[config.mk]
export PLATFORM = sky130hd
export DESIGN_NAME = scene_sequencer
export DESIGN_NICKNAME = d
export VERILOG_FILES = /design/src/rtl/poke_pkg.sv /design/src/rtl/fade_scaler.sv /design/src/rtl/scene_sequencer.sv
export SDC_FILE = /design/constraint.sdc
export NUM_CORES = 1
export LEC_CHECK = 0
export ABC_AREA = 0
export BUFFER_PORTS_ARGS = -buffer_cell sky130_fd_sc_hd__clkbuf_2
export CORE_MARGIN = 3
export CORE_UTILIZATION = 40
export CTS_CLUSTER_SIZE = 14
export DETAILED_ROUTE_END_ITERATION = 10
export GPL_TIMING_DRIVEN = 0
export HOLD_SLACK_MARGIN = 0.03
export PLACE_DENSITY = 0.69
export SYNTH_ARGS = -nofsm -noshare
export SYNTH_HDL_FRONTEND = slang
export SYNTH_SLANG_ARGS = --single-unit
[constraint.sdc]
create_clock -name vclk_in -period 4.8 [get_ports vclk_in]
set_clock_uncertainty 0.05 [all_clocks]
set_input_delay 0.48 -clock vclk_in [delete_from_list [all_inputs] [get_ports vclk_in]]
set_output_delay 0.48 -clock vclk_in [all_outputs]
set_load 0.005 [all_outputs]
[src/rtl/poke_pkg.sv]
// Shared scene-sequencing types and frame geometry for the XVGA pipeline.
package poke_pkg;

  // Scene sequencer states: two steady scenes with a fade-out/black/fade-in
  // bridge between them.
  typedef enum logic [2:0] {
    ST_OW       = 3'd0,
    ST_FADE_OUT = 3'd1,
    ST_BLACK    = 3'd2,
    ST_FADE_IN  = 3'd3,
    ST_BAT      = 3'd4
  } scene_state_t;

  // Brightest fade level; a level of FADE_MAX passes pixels through unchanged.
  localparam logic [3:0] FADE_MAX = 4'd15;

  // 1024x768 XVGA frame geometry at 65 MHz.
  localparam int H_ACTIVE = 1024;
  localparam int V_ACTIVE = 768;
  localparam int H_TOTAL  = 1344;
  localparam int V_TOTAL  = 806;

endpackage

[src/rtl/fade_scaler.sv]
// Combinational brightness scaler: each 4-bit channel is multiplied by
// (level+1)/16, so level 15 is pass-through and level 0 is black.
module fade_scaler
  import poke_pkg::*;
(
  input  logic [11:0] pix_in,
  input  logic [3:0]  level_in,
  output logic [11:0] pix_out
);

  // Scale one channel; the product fits 8 bits (15*16 = 240) and the
  // upper nibble is the truncated result.
  function automatic logic [3:0] scale_chan(input logic [3:0] chan,
                                            input logic [3:0] level);
    logic [4:0] gain;
    logic [7:0] prod;
    gain = {1'b0, level} + 5'd1;
    prod = {4'd0, chan} * {3'd0, gain};
    return 4'(prod >> 4);
  endfunction

  assign pix_out = {scale_chan(pix_in[11:8], level_in),
                    scale_chan(pix_in[7:4],  level_in),
                    scale_chan(pix_in[3:0],  level_in)};

endmodule

[src/rtl/scene_sequencer.sv]
// Scene sequencer: switches the display between overworld and battle scenes
// with a frame-paced fade through black, gates the scene engines' run-enables
// and produces a one-cycle registered pixel/sync stream.
module scene_sequencer
  import poke_pkg::*;
#(
  parameter int FADE_FRAMES = 2
)
(
  input  logic        vclk_in,
  input  logic        rst_n_in,
  input  logic [10:0] hcount_in,
  input  logic [9:0]  vcount_in,
  input  logic        hsync_in,
  input  logic        vsync_in,
  input  logic        blank_in,
  input  logic        battle_req_in,
  input  logic        run_req_in,
  input  logic [11:0] over_pixel_in,
  input  logic [11:0] battle_pixel_in,
  output logic        start_over_out,
  output logic        start_battle_out,
  output logic        mode_out,
  output logic        busy_out,
  output logic        phsync_out,
  output logic        pvsync_out,
  output logic        pblank_out,
  output logic [11:0] pixel_out
);

  // Last value of the per-step frame counter before it wraps and a step occurs.
  localparam logic [3:0] FRAME_LAST = 4'(FADE_FRAMES - 1);

  scene_state_t r_state;
  logic [3:0]   r_level;
  logic [3:0]   r_count;
  logic         r_pending;
  logic         r_mode;
  logic         r_start_over;
  logic         r_start_battle;
  logic         r_busy;

  logic         r_hsync_p1;
  logic         r_vsync_p1;
  logic         r_blank_p1;
  logic [11:0]  r_pixel_p1;

  logic         w_strobe;
  logic         w_req_valid;
  logic         w_step;
  logic [11:0]  w_src_pixel;
  logic [11:0]  w_scaled_pixel;

  // Frame strobe: first pixel of the frame, the only cycle state may move.
  assign w_strobe = (hcount_in == 11'd0) && (vcount_in == 10'd0);

  // Only the request that makes sense for the current steady scene is heard;
  // when both arrive together the other one is simply ignored.
  assign w_req_valid = (r_state == ST_OW)  ? battle_req_in :
                       (r_state == ST_BAT) ? run_req_in    : 1'b0;

  assign w_step = (r_count == FRAME_LAST);

  assign w_src_pixel = r_mode ? battle_pixel_in : over_pixel_in;

  fade_scaler u_fade_scaler (
    .pix_in   (w_src_pixel),
    .level_in (r_level),
    .pix_out  (w_scaled_pixel)
  );

  // Scene FSM: request capture, frame-paced fade stepping and run-enables.
  always_ff @(posedge vclk_in or negedge rst_n_in) begin
    if (!rst_n_in) begin
      r_state        <= ST_OW;
      r_level        <= FADE_MAX;
      r_count        <= 4'd0;
      r_pending      <= 1'b0;
      r_mode         <= 1'b0;
      r_start_over   <= 1'b1;
      r_start_battle <= 1'b0;
      r_busy         <= 1'b0;
    end else begin
      // A single sticky flag: extra pulses before the strobe change nothing.
      if (w_req_valid) begin
        r_pending <= 1'b1;
      end

      if (w_strobe) begin
        case (r_state)
          ST_OW, ST_BAT: begin
            if (r_pending) begin
              // Later assignment wins over a same-cycle request capture.
              r_pending      <= 1'b0;
              r_state        <= ST_FADE_OUT;
              r_count        <= 4'd0;
              r_level        <= FADE_MAX;
              r_start_over   <= 1'b0;
              r_start_battle <= 1'b0;
              r_busy         <= 1'b1;
            end
          end

          ST_FADE_OUT: begin
            if (w_step) begin
              r_count <= 4'd0;
              if (r_level == 4'd0) begin
                r_state <= ST_BLACK;
              end else begin
                r_level <= r_level - 4'd1;
              end
            end else begin
              r_count <= r_count + 4'd1;
            end
          end

          ST_BLACK: begin
            // Swap scenes while the screen is fully dark and wake the new engine.
            r_mode         <= ~r_mode;
            r_start_over   <= r_mode;
            r_start_battle <= ~r_mode;
            r_state        <= ST_FADE_IN;
            r_level        <= 4'd0;
            r_count        <= 4'd0;
          end

          ST_FADE_IN: begin
            if (w_step) begin
              r_count <= 4'd0;
              if (r_level == FADE_MAX) begin
                r_state <= r_mode ? ST_BAT : ST_OW;
                r_busy  <= 1'b0;
              end else begin
                r_level <= r_level + 4'd1;
              end
            end else begin
              r_count <= r_count + 4'd1;
            end
          end

          default: begin
            r_state <= ST_OW;
            r_level <= FADE_MAX;
            r_count <= 4'd0;
            r_mode  <= 1'b0;
            r_busy  <= 1'b0;
          end
        endcase
      end
    end
  end

  // ---- stage p1: registered pixel and syncs, all one cycle behind inputs ----
  // Output pipeline: scaled (or blanked) pixel travels with its sync bits.
  always_ff @(posedge vclk_in or negedge rst_n_in) begin
    if (!rst_n_in) begin
      r_hsync_p1 <= 1'b0;
      r_vsync_p1 <= 1'b0;
      r_blank_p1 <= 1'b0;
      r_pixel_p1 <= 12'h000;
    end else begin
      r_hsync_p1 <= hsync_in;
      r_vsync_p1 <= vsync_in;
      r_blank_p1 <= blank_in;
      r_pixel_p1 <= blank_in ? 12'h000 : w_scaled_pixel;
    end
  end

  assign start_over_out   = r_start_over;
  assign start_battle_out = r_start_battle;
  assign mode_out         = r_mode;
  assign busy_out         = r_busy;
  assign phsync_out       = r_hsync_p1;
  assign pvsync_out       = r_vsync_p1;
  assign pblank_out       = r_blank_p1;
  assign pixel_out        = r_pixel_p1;

endmodule

# Word level (Yosys, flattened, before mapping)
# Cells that the tools add are included.
dict set report op_classes {
  n_addsub 4
  multipliers 3
  n_eq_ne 13
  muxes 32
  n_bitwise 3
  n_reduce_logical 16
}
# cell count
set ops {}
lappend ops {{4-bit 2-to-1 mux} 7}
lappend ops {{4-bit by 5-bit multiplier with 8-bit output} 3}
lappend ops {{12-bit 2-to-1 mux} 2}
lappend ops {{3-bit 2-to-1 mux} 6}
lappend ops {{4-bit case mux with 4 select lines} 1}
lappend ops {{2-bit != test, second input constant} 7}
lappend ops {{3-bit case mux with 4 select lines} 1}
lappend ops {{6-bit AND reduction} 2}
lappend ops {{11-bit logical NOT} 1}
lappend ops {{10-bit logical NOT} 1}
lappend ops {{1-bit 2-to-1 mux} 10}
lappend ops {{4-bit by 1-bit adder with 4-bit output, second input constant} 2}
lappend ops {{4-bit case mux with 2 select lines} 1}
lappend ops {{3-bit by 2-bit == test with 1-bit output, second input constant} 2}
lappend ops {{1-bit case mux with 2 select lines} 3}
lappend ops {{2-bit OR reduction} 3}
lappend ops {{4-bit by 1-bit adder with 5-bit output, second input constant} 1}
lappend ops {{5-bit AND reduction} 1}
lappend ops {{4-bit by 1-bit == test with 1-bit output, second input constant} 1}
lappend ops {{4-bit == test, second input constant} 1}
lappend ops {{4-bit logical NOT} 1}
lappend ops {{2-bit AND reduction} 2}
lappend ops {{4-bit OR reduction} 1}
lappend ops {{4-bit by 1-bit subtractor with 4-bit output, second input constant} 1}
lappend ops {{other kinds (8)} 10}
dict set report totals {
  reg_bits 31
  out_inout_bits 19
}

# Longest topological paths before layout
# Gate-level depths: netlist (run 1).
dict set report depth {
  depth_word 7
  depth_mapped 15
  depth_no_buf 13
}

# By module
# Synthesis (run 1) repeated with hierarchy kept, for this count alone.
dict set report unflattened {
  hier_cells 336
  area_unflattened_um2 3213.1
}
# mod instances cells_each area_per_inst_um2 seq_area_each_um2
set modules_own_cells {}
lappend modules_own_cells {scene_sequencer 1 157 1717.9 782.0}
lappend modules_own_cells {fade_scaler 1 179 1495.2 0.0}

# Worst setup path after synthesis (run 1)
# Ideal clock, no wire load.
dict set report synth_path {
  kind {reg-to-reg}
  startpoint {register r_level[0]}
  endpoint {register r_pixel_p1[11] (netlist: pixel_out[11])}
  t_arrival_ns 3.808
  setup_slack_ns 0.810
  stages_incl_launch_ff 16
  n_path_buf 2
  path_cell_list {dfstp_2 -> clkbuf_1 -> inv_1 -> ha_1 -> clkbuf_1 -> nor2b_1 -> fa_1 -> inv_1 -> fa_1 -> inv_1 -> ha_1 -> a21o_1 -> a21o_1 -> a221oi_2 -> xnor2_1 -> nor2_1}
}
dict set report synth_between {
  elab_chain_len 3
}
# item line
set synth_lines {}
lappend synth_lines {{start: declaration} scene_sequencer.sv:35} ;# logic [3:0] r_level;
lappend synth_lines {{start signal: assignment} scene_sequencer.sv:110} ;# r_level <= r_level - 4'd1;
lappend synth_lines {{start signal: assignment} scene_sequencer.sv:134} ;# r_level <= r_level + 4'd1;
lappend synth_lines {{4-bit by 1-bit adder with 5-bit output} fade_scaler.sv:17} ;# gain = {1'b0, level} + 5'd1;
lappend synth_lines {{4-bit by 5-bit multiplier with 8-bit output} fade_scaler.sv:18} ;# prod = {4'd0, chan} * {3'd0, gain};
lappend synth_lines {{12-bit 2-to-1 mux} scene_sequencer.sv:165} ;# r_pixel_p1 <= blank_in ? 12'h000 : w_scaled_pixel;
lappend synth_lines {{end signal: assignment} scene_sequencer.sv:165}
lappend synth_lines {{end: declaration} scene_sequencer.sv:46} ;# logic [11:0] r_pixel_p1;
# No other way between the ends.
# A chain may end at the register's enable or synchronous reset.

# Worst setup path after layout (run 1)
dict set report layout_path {
  startpoint {register r_level[0]}
  endpoint {register r_pixel_p1[7] (netlist: pixel_out[7])}
}
# The elaborated chain is that of the path after synthesis.

==> results of run 1 <==
[metal layers]
| layer | wire [um] | part of all wire (%) | track usage [%] | vias to the layer above |
|---|---|---|---|---|
| li1 | - | - | - | 1325 |
| met5 | 0 | 0 | 0 | - |
| met2 | 3250 | 47 | 29.6 | 81 |
| met1 | 3060 | 45 | 20.7 | 1246 |
| met3 | 430 | 6.3 | 3.04 | 10 |
| met4 | 124 | 1.8 | 4.45 | 0 |
[placed cells by master, fill, tap and decap left out, drive strengths merged, types with 9 or more instances in the layout]
master,instances
fa,16
nand2b,11
xnor2,9
mux2i,14
o21ai,14
nor2,43
dfrtp,26
nand3,9
ha,33
or2,14
xor2,9
inv,24
nand2,12
a21oi,15
nor2b,11
clkbuf,88
[metrics by stage]
step / instance area [sq um] / utilization, %
floorplan: 3070 / -
global route: 3630 / 49.2
CTS: 3630 / 49.2
detailed placement: 3550 / 48.1
finish: 3630 / 49.2
global placement: 3550 / 48.1
[worst paths after layout]
| path | from | endpoint | slack [ns] | cells past startpoint |
|---|---|---|---|---|
| worst max-delay path | r_level[0] | pixel_out[7] | 0.35 | 15 |
| max in group asynchronous | rst_n_in | pblank_out | 3.99 | 1 |
| min in group vclk_in | vsync_in | pvsync_out | 0.25 | 1 |
| worst max register to register | r_level[0] | pixel_out[7] | 0.35 | 15 |
| worst min-delay path | rst_n_in | mode_out | 0.22 | 1 |
| worst min register to register | r_count[3] | r_count[3] | 0.46 | 1 |
[power groups by stage]
| stage | registers, mW | logic (mW) | clock network (mW) |
|---|---|---|---|
| after global placement | 0.273 | 0.0694 | 0 |
| after CTS | 0.268 | 0.0719 | 0.204 |
| after global routing | 0.268 | 0.0815 | 0.216 |
| after floorplan | 0.273 | 0.0309 | 0 |
| after detailed placement | 0.272 | 0.0712 | 0 |
| final | 0.268 | 0.0701 | 0.198 |
[registers in the layout, summed over array words and instances, names as in the netlist]
signal	count
pblank_out	1
pvsync_out	1
r_level	4
r_count	4
r_state	3
pixel_out	12
r_pending	1
busy_out	1
mode_out	1
start_battle_out	1
phsync_out	1
start_over_out	1
[area by class of cell]
type | count | share of cell area (%)
Inverter | 24 | 2.48
Timing Repair Buffer | 70 | 9.66
Buffer | 15 | 1.66
Clock buffer | 7 | 2.10
Multi-Input combinational cell | 270 | 59.0
Sequential cell | 31 | 21.6
Clock inverter | 1 | 0.138
Tap cell | 99 | 3.41
[cell families after synthesis]
group | Yosys count | synth area share [%]
adders and majority gates | 49 | 23.9
buffers and inverters | 39 | 4.89
AOI/OAI and AO/OA | 56 | 12.2
muxes | 17 | 5.78
xor gates and xnor gates | 18 | 5.13
DFF | 31 | 25.4
and+or+nand+nor | 130 | 22.7
==> results.json, run 1 <==
{
  "outcome": "finished, final reports clean",
  "die_h_um": 93.7,
  "final_hold_viol_count": 0,
  "synth_cell_types": 50,
  "fp.coreArea_sq_um": 7370,
  "diodes": 0,
  "power.internal_mw": 0.401,
  "nets": 518,
  "setup_violations": 0,
  "fin_crit_sh_pct": 92.7,
  "fin_setup_tns_ns": 0,
  "h-tree-depth": 2,
  "clkSlewWorstSetupHoldPaths_ns": 0.07,
  "min_path_type": "in -> async",
  "p_clk_share_pct": 37.0,
  "clk_path_buf_depth": 2,
  "drv_slew": 0,
  "synthTopCellsByArea": "dfrtp_1 (21%), ha_1 (13%), fa_1 (10%)",
  "synthArstFlopShare_pct": 100,
  "combPwrFrac_pct": 13.1,
  "dp_worst_setup_slack_ns": 0.338,
  "maxCapViolations": 0,
  "irDropWorstVdd_v": 0.0000699,
  "wl_um": 6860,
  "netlist_area_sq_um": 3070,
  "finalPower_mw": 0.536,
  "p_leak_nw": 1.78,
  "grt_pass1_vias": 2688,
  "multi_input_area_sq_um": 2140,
  "synthTopCellsByCount": "nor2_1 (43), ha_1 (33), dfrtp_1 (26), inv_1 (24), fa_1 (16)",
  "vias_per_cell": 5.15,
  "pwr-share-seq_pct": 49.9,
  "placed_cells": 509,
  "detail-route-antenna-nets": 0,
  "fin_hold_ws_ns": 0.215,
  "grt_overflow": 0,
  "clk_latency_ns": 0.28,
  "power_switching_mw": 0.135,
  "rows": 31,
  "drive_gt1_share_pct": 25.6,
  "drc": 0,
  "cts_resized": 0,
  "nFillCells": 737,
  "io_buffers": 70,
  "gp_congestion": 0.815,
  "chipWidth_um": 93.7,
  "slew-limit-headroom_pct": 48.1,
  "worst_ep_arrival_time_ns": 4.55,
  "synth_nets": 441,
  "holdBufCountCts": 0,
  "path_cells": "clkbuf_1 -> nand3_1 -> xor2_1 -> clkbuf_1 -> nor2_1 -> fa_1 -> inv_1 -> fa_1 -> inv_1 -> ha_1 -> a21o_1 -> a21o_1 -> a221oi_2 -> xnor2_1 -> nor2_1",
  "dp.final_hpwl_um": 5620,
  "syn_area_per_cell_sq_um": 9.04,
  "ios": 71,
  "dr.first_iter.drc_count": 101,
  "fin_ws_ns": 0.350,
  "rsz0062_at_grt": "false",
  "syn_inst": 340,
  "first_pass_iters": 5,
  "regArea_sq_um": 782,
  "grt_max_degree": 32,
  "tightest_slew_ns": 0.779,
  "fmax_ghz": 0.225,
  "switching_share_pct": 25.3,
  "finalNonFillerCells": 517,
  "crit_buf_inv": 4,
  "cts_sinks": 31,
  "cts_tree": "done",
  "yosysMostFrequentCell": "nor2_1",
  "worst-endpoint-required_ns": 4.90,
  "grtUsageTotal_pct": 16.7,
  "dieArea_sq_um": 8770,
  "ys_seq_area_share_pct": 25.4,
  "ys_ff_latch": 31,
  "yosys.area.top_type": "dfrtp_1",
  "cp_slowest_cell": "dfstp_2",
  "critPathMaxStageDelay_ns": 0.60,
  "grt_first_pass_wirelength_um": 11900,
  "antenna_found_initial": 0,
  "root_buffer": "clkbuf_8",
  "synth_edf_count": 0,
  "initial_core_util_pct": 41.7,
  "worst_path_dominant_cell_family": "adder cells",
  "areaGrowthSynthToFinish_pct": 18.1,
  "synth_ff_type": "dfrtp_1",
  "layout_min_cycle_time_ns": 4.45,
  "end_kind": "register",
  "vias": 2662,
  "critPathMaxFanout": 10,
  "startpoint_type": "register",
  "cts_inserted_buffers": 5,
  "ys_warn_count": 0,
  "criticalPathCategory": "reg -> reg",
  "postCtsSetupBuffers": 0,
  "synth_top_cell_area_share_pct": 21.2,
  "power.density_nw_per_um2": 148,
  "wl_per_cell_um": 13.3
}
Power figures use the tool's default switching activity.
==> run 2: changes to the inputs <==
--- a/config.mk
+++ b/config.mk
@@ -14,6 +14,8 @@
 export GPL_TIMING_DRIVEN = 0
 export HOLD_SLACK_MARGIN = 0.03
 export PLACE_DENSITY = 0.69
+export RECOVER_POWER = 50
+export SLEW_MARGIN = 25
 export SYNTH_ARGS = -nofsm -noshare
 export SYNTH_HDL_FRONTEND = slang
 export SYNTH_SLANG_ARGS = --single-unit
==> results.json, run 2 (synthesis results as in run 1) <==
{
  "cts_tree": "done",
  "ff2ff_path_depth": 15,
  "rsz0062_at_grt": "false",
  "initial_core_util_pct": 41.7,
  "end_kind": "register",
  "fin_setup_tns_ns": 0,
  "detail-route-antenna-nets": 0,
  "grtUsageTotal_pct": 16.7,
  "die_h_um": 93.7,
  "first_pass_iters": 5,
  "path_cells": "clkbuf_1 -> nand3_1 -> xor2_1 -> clkbuf_1 -> nor2_1 -> fa_1 -> inv_1 -> fa_1 -> inv_1 -> ha_1 -> a21o_1 -> a21o_1 -> a221oi_2 -> xnor2_1 -> nor2_1",
  "layout_commonest_cell": "clkbuf_2",
  "worst_path_dominant_cell_family": "adder cells",
  "h-tree-depth": 2,
  "combPwrFrac_pct": 13.0,
  "drive_gt1_share_pct": 24.4,
  "cts_resized": 0,
  "antenna_found_initial": 0,
  "startpoint_type": "register",
  "grt_max_degree": 32,
  "power_switching_mw": 0.135,
  "dpl_cell_area_sq_um": 3550,
  "timing.rr.end": "pixel_out[7]",
  "grt_pass1_vias": 2688,
  "pwr-share-seq_pct": 50.0,
  "fin_crit_sh_pct": 92.7,
  "clk_latency_ns": 0.28,
  "holdBufCountCts": 0,
  "areaGrowthSynthToFinish_pct": 17.9,
  "vias_per_cell": 5.15,
  "grt_overflow": 0,
  "final_hold_viol_count": 0,
  "ios": 71,
  "drv_slew": 32,
  "irDropWorstVdd_v": 0.0000699,
  "drc": 0,
  "mostFrequentLayoutCells": "clkbuf_2 (65), nor2_1 (43), ha_1 (33)",
  "cts_sinks": 31,
  "maxCapViolations": 1,
  "switching_share_pct": 25.3,
  "wl_um": 6860,
  "nets": 518,
  "fp.coreArea_sq_um": 7370,
  "critPathMaxStageDelay_ns": 0.60,
  "p_clk_share_pct": 37.1,
  "critical_path.reg2reg.startpoint": "r_level[0]",
  "min_path_type": "in -> reg",
  "layout_min_cycle_time_ns": 4.45,
  "root_buffer": "clkbuf_8",
  "worst-endpoint-required_ns": 4.90,
  "hold-path-endpoint": "pvsync_out",
  "clkSlewWorstSetupHoldPaths_ns": 0.07,
  "outcome": "complete, but fails checks",
  "clk_path_buf_depth": 2,
  "dp.final_hpwl_um": 5620,
  "largest_reg_flops": 12,
  "critPathMaxFanout": 10,
  "chipWidth_um": 93.7,
  "diodes": 0,
  "dieArea_sq_um": 8770,
  "holdPathStages": 1,
  "rows": 31,
  "placed_cells": 509,
  "slew-limit-headroom_pct": -11.0,
  "setup_violations": 0,
  "power.density_nw_per_um2": 148,
  "hold_start": "vsync_in",
  "cp_slowest_cell": "dfstp_2",
  "vias": 2662,
  "rrSetupSlack_ns": 0.35,
  "power.internal_mw": 0.400,
  "gp_congestion": 0.815,
  "io_buffers": 70,
  "worst_ep_arrival_time_ns": 4.55,
  "finalNonFillerCells": 517,
  "p_leak_nw": 1.77,
  "cts_inserted_buffers": 5,
  "fmax_ghz": 0.225,
  "criticalPathCategory": "reg -> reg",
  "wl_per_cell_um": 13.3,
  "tightest_slew_ns": 1.67,
  "dr.first_iter.drc_count": 99,
  "violations": "max-capacitance violations, max-slew violations",
  "postCtsSetupBuffers": 0,
  "final_area_sq_um": 3620,
  "grt_first_pass_wirelength_um": 11900,
  "crit_buf_inv": 4
}
## run 2: final cells by class
class                           count  area, sq um
Fill cell                         736         3750
Multi-Input combinational cell    270         2140
Sequential cell                    31          782
Timing Repair Buffer               70          344
Tap cell                           99          124
Inverter                           24         90.1
Clock buffer                        7         76.3
Buffer                             15         60.1
Clock inverter                      1         5.00
## run 2: how the worst max path moves through the flow
stage                from       endpoint  slack [ns]  cells after the start
6_report       r_level[0]   pixel_out[7]        0.35                     15
5_1_grt        r_level[0]   pixel_out[7]        0.01                     15
4_1_cts        r_level[0]   pixel_out[7]        0.30                     15
3_5_place_dp   r_level[0]   pixel_out[7]        0.34                     15
3_3_place_gp   r_level[0]   pixel_out[7]        0.41                     15
2_1_floorplan  r_level[0]  pixel_out[11]        0.81                     15
## run 2: per-stage QoR
| step | util (%) | total power [mW] | hold WS, ns | worst slack [ns] |
|---|---|---|---|---|
| 6_report | 49.2 | 0.536 | 0.252 | 0.350 |
| 5_1_grt | 49.2 | 0.565 | 0.240 | 0.0147 |
| 4_1_cts | 49.2 | 0.544 | 0.244 | 0.296 |
| 3_5_place_dp | 48.1 | 0.344 | 0.450 | 0.338 |
| 3_3_place_gp | 48.1 | 0.342 | 0.425 | 0.407 |
| 2_1_floorplan | - | 0.304 | 0.134 | 0.810 |
## run 2: power by group through the flow
stage / Clock (mW) / Sequential (mW) / Combinational, mW
2_1_floorplan: 0 / 0.273 / 0.0309
3_3_place_gp: 0 / 0.273 / 0.0694
3_5_place_dp: 0 / 0.272 / 0.0712
4_1_cts: 0.204 / 0.268 / 0.0719
5_1_grt: 0.216 / 0.268 / 0.0809
6_report: 0.198 / 0.268 / 0.0695
## run 2: per-layer routing
metal	vias to the layer above	track usage, %	part of all wire, %
met5	-	0	0
met4	0	4.45	1.8
met3	10	3.04	6.3
met2	81	29.6	47
met1	1246	20.7	45
li1	1325	-	-
==> run 3: changes to the inputs <==
--- a/config.mk
+++ b/config.mk
@@ -8,12 +8,12 @@
 export ABC_AREA = 0
 export BUFFER_PORTS_ARGS = -buffer_cell sky130_fd_sc_hd__clkbuf_2
 export CORE_MARGIN = 3
-export CORE_UTILIZATION = 40
+export CORE_UTILIZATION = 25
 export CTS_CLUSTER_SIZE = 14
 export DETAILED_ROUTE_END_ITERATION = 10
 export GPL_TIMING_DRIVEN = 0
 export HOLD_SLACK_MARGIN = 0.03
-export PLACE_DENSITY = 0.69
+export PLACE_DENSITY = 0.5
 export RECOVER_POWER = 50
 export SLEW_MARGIN = 25
 export SYNTH_ARGS = -nofsm -noshare
==> results.json, run 3 (synthesis results as in run 1) <==
{
  "outcome": "complete, but fails checks",
  "violations": "max-capacitance violations, max-slew violations",
  "cts_inserted_buffers": 5,
  "startpoint_type": "register",
  "fin_crit_sh_pct": 92.8,
  "final_hold_viol_count": 0,
  "antenna_found_initial": 0,
  "detail-route-antenna-nets": 0,
  "nets": 518,
  "combPwrFrac_pct": 10.6,
  "areaGrowthSynthToFinish_pct": 21.7,
  "setup_violations": 0,
  "grt_pass1_vias": 2593,
  "tightest_slew_ns": 1.73,
  "vias": 2677,
  "grt_overflow": 0,
  "chipWidth_um": 117,
  "diodes": 0,
  "wl_um": 7280,
  "ff2ff_path_depth": 15,
  "clkSlewWorstSetupHoldPaths_ns": 0.05,
  "h-tree-depth": 2,
  "end_kind": "register",
  "switching_share_pct": 23.3,
  "rows": 39,
  "power_switching_mw": 0.153,
  "slew-limit-headroom_pct": -15.3,
  "clk_latency_ns": 0.28,
  "min_path_type": "in -> reg",
  "vias_per_cell": 4.77,
  "maxCapViolations": 1,
  "critical_path.reg2reg.startpoint": "r_level[0]",
  "p_leak_nw": 1.79,
  "pwr-share-seq_pct": 40.8,
  "fin_setup_tns_ns": 0,
  "critPathMaxFanout": 10,
  "dr.first_iter.drc_count": 74,
  "cp_common_cell": "inv_1",
  "clk_path_buf_depth": 2,
  "holdPathStages": 1,
  "multi_input_area_sq_um": 2140,
  "cts_sinks": 31,
  "worst_ep_arrival_time_ns": 4.54,
  "mostFrequentLayoutCells": "clkbuf_2 (63), nor2_1 (43), ha_1 (33)",
  "die_h_um": 117,
  "hold_start": "vsync_in",
  "criticalPathCategory": "reg -> reg",
  "first_pass_iters": 6,
  "cp_slowest_cell": "dfstp_2",
  "gp_congestion": 0.797,
  "io_buffers": 70,
  "rrSetupSlack_ns": 0.34,
  "hold-path-endpoint": "pvsync_out",
  "drc": 0,
  "critPathMaxStageDelay_ns": 0.60,
  "path_cells": "clkbuf_1 -> inv_1 -> ha_1 -> clkbuf_1 -> nor2b_1 -> fa_1 -> inv_1 -> fa_1 -> inv_1 -> ha_1 -> a21o_1 -> a21o_1 -> a221oi_2 -> xnor2_1 -> nor2_1",
  "fp.coreArea_sq_um": 11700,
  "drv_slew": 32,
  "dieArea_sq_um": 13700,
  "wl_per_cell_um": 13.0,
  "largest_reg_flops": 12,
  "cts_tree": "done",
  "fmax_ghz": 0.224,
  "initial_core_util_pct": 26.2,
  "dp.final_hpwl_um": 5900,
  "grt_first_pass_wirelength_um": 11900,
  "worst-endpoint-required_ns": 4.89,
  "grt_max_degree": 32,
  "finalPower_mw": 0.657,
  "layout_min_cycle_time_ns": 4.46,
  "irDropWorstVdd_v": 0.0000955,
  "regArea_sq_um": 782,
  "rsz0062_at_grt": "false",
  "ios": 71,
  "timing.rr.end": "pixel_out[7]",
  "nFillCells": 1245,
  "power.density_nw_per_um2": 176,
  "root_buffer": "clkbuf_16",
  "layout_commonest_cell": "clkbuf_2",
  "grtUsageTotal_pct": 10.9,
  "drive_gt1_share_pct": 24.2,
  "holdBufCountCts": 0,
  "power.internal_mw": 0.504,
  "p_clk_share_pct": 48.6
}
[run 3: area by class of cell]
cell class	instances	area share (%)
buffer	15	1.64
multi-input combinational	270	57.2
clock buffer	7	3.81
tap	143	4.78
clock inverter	1	0.134
sequential	31	20.9
inverter	24	2.41
timing repair buffer	70	9.10
[run 3: what timing repair did]
| action | 4_1_cts | 5_1_grt |
|---|---|---|
| endpoints found under the setup margin | 0 | 2 |
| setup buffers | 0 | 0 |
| resized for setup | 0 | 2 |
[run 3: worst max-delay path: cells and delay by family, from the launching register on]
family | cells | cell delay (ns)
compound gates | 3 | 0.66
xor+xnor | 1 | 0.15
fa+ha+maj | 4 | 1.77
buf+inv | 5 | 0.82
flops | 1 | 0.60
simple gates | 2 | 0.25
[run 3: worst max-delay path by stage]
stage,from,end
global placement,r_level[0],pixel_out[7]
CTS,r_level[0],pixel_out[7]
floorplan,r_level[0],pixel_out[11]
finish,r_level[0],pixel_out[7]
detailed placement,r_level[0],pixel_out[11]
global route,r_level[0],pixel_out[11]
[run 3: metrics by stage]
| stage | hold WS [ns] | worst slack [ns] | util (%) | std cells | instance area [sq um] |
|---|---|---|---|---|---|
| after floorplan | 0.134 | 0.810 | - | 340 | 3070 |
| after global placement | 0.430 | 0.315 | 30.8 | 553 | 3600 |
| after detailed placement | 0.423 | 0.299 | 30.8 | 553 | 3600 |
| after CTS | 0.246 | 0.268 | 32.0 | 561 | 3750 |
| after global routing | 0.247 | 0.106 | 31.9 | 561 | 3740 |
| final | 0.256 | 0.344 | 31.9 | 561 | 3740 |
[run 3: power by group through the flow]
stage | registers, mW | logic [mW] | clock network (mW)
floorplan | 0.273 | 0.0309 | 0
global placement | 0.273 | 0.0711 | 0
detailed placement | 0.273 | 0.0721 | 0
CTS | 0.268 | 0.0726 | 0.332
global route | 0.269 | 0.0810 | 0.340
finish | 0.268 | 0.0700 | 0.319
[run 3: layer usage]
metal	GRT usage (%)	part of all wire [%]	vias to the layer above
li1	-	-	1325
met1	13.8	47	1276
met2	19.2	47	69
met3	2.21	5.4	7
met4	2.52	0.93	0
met5	0	0	-
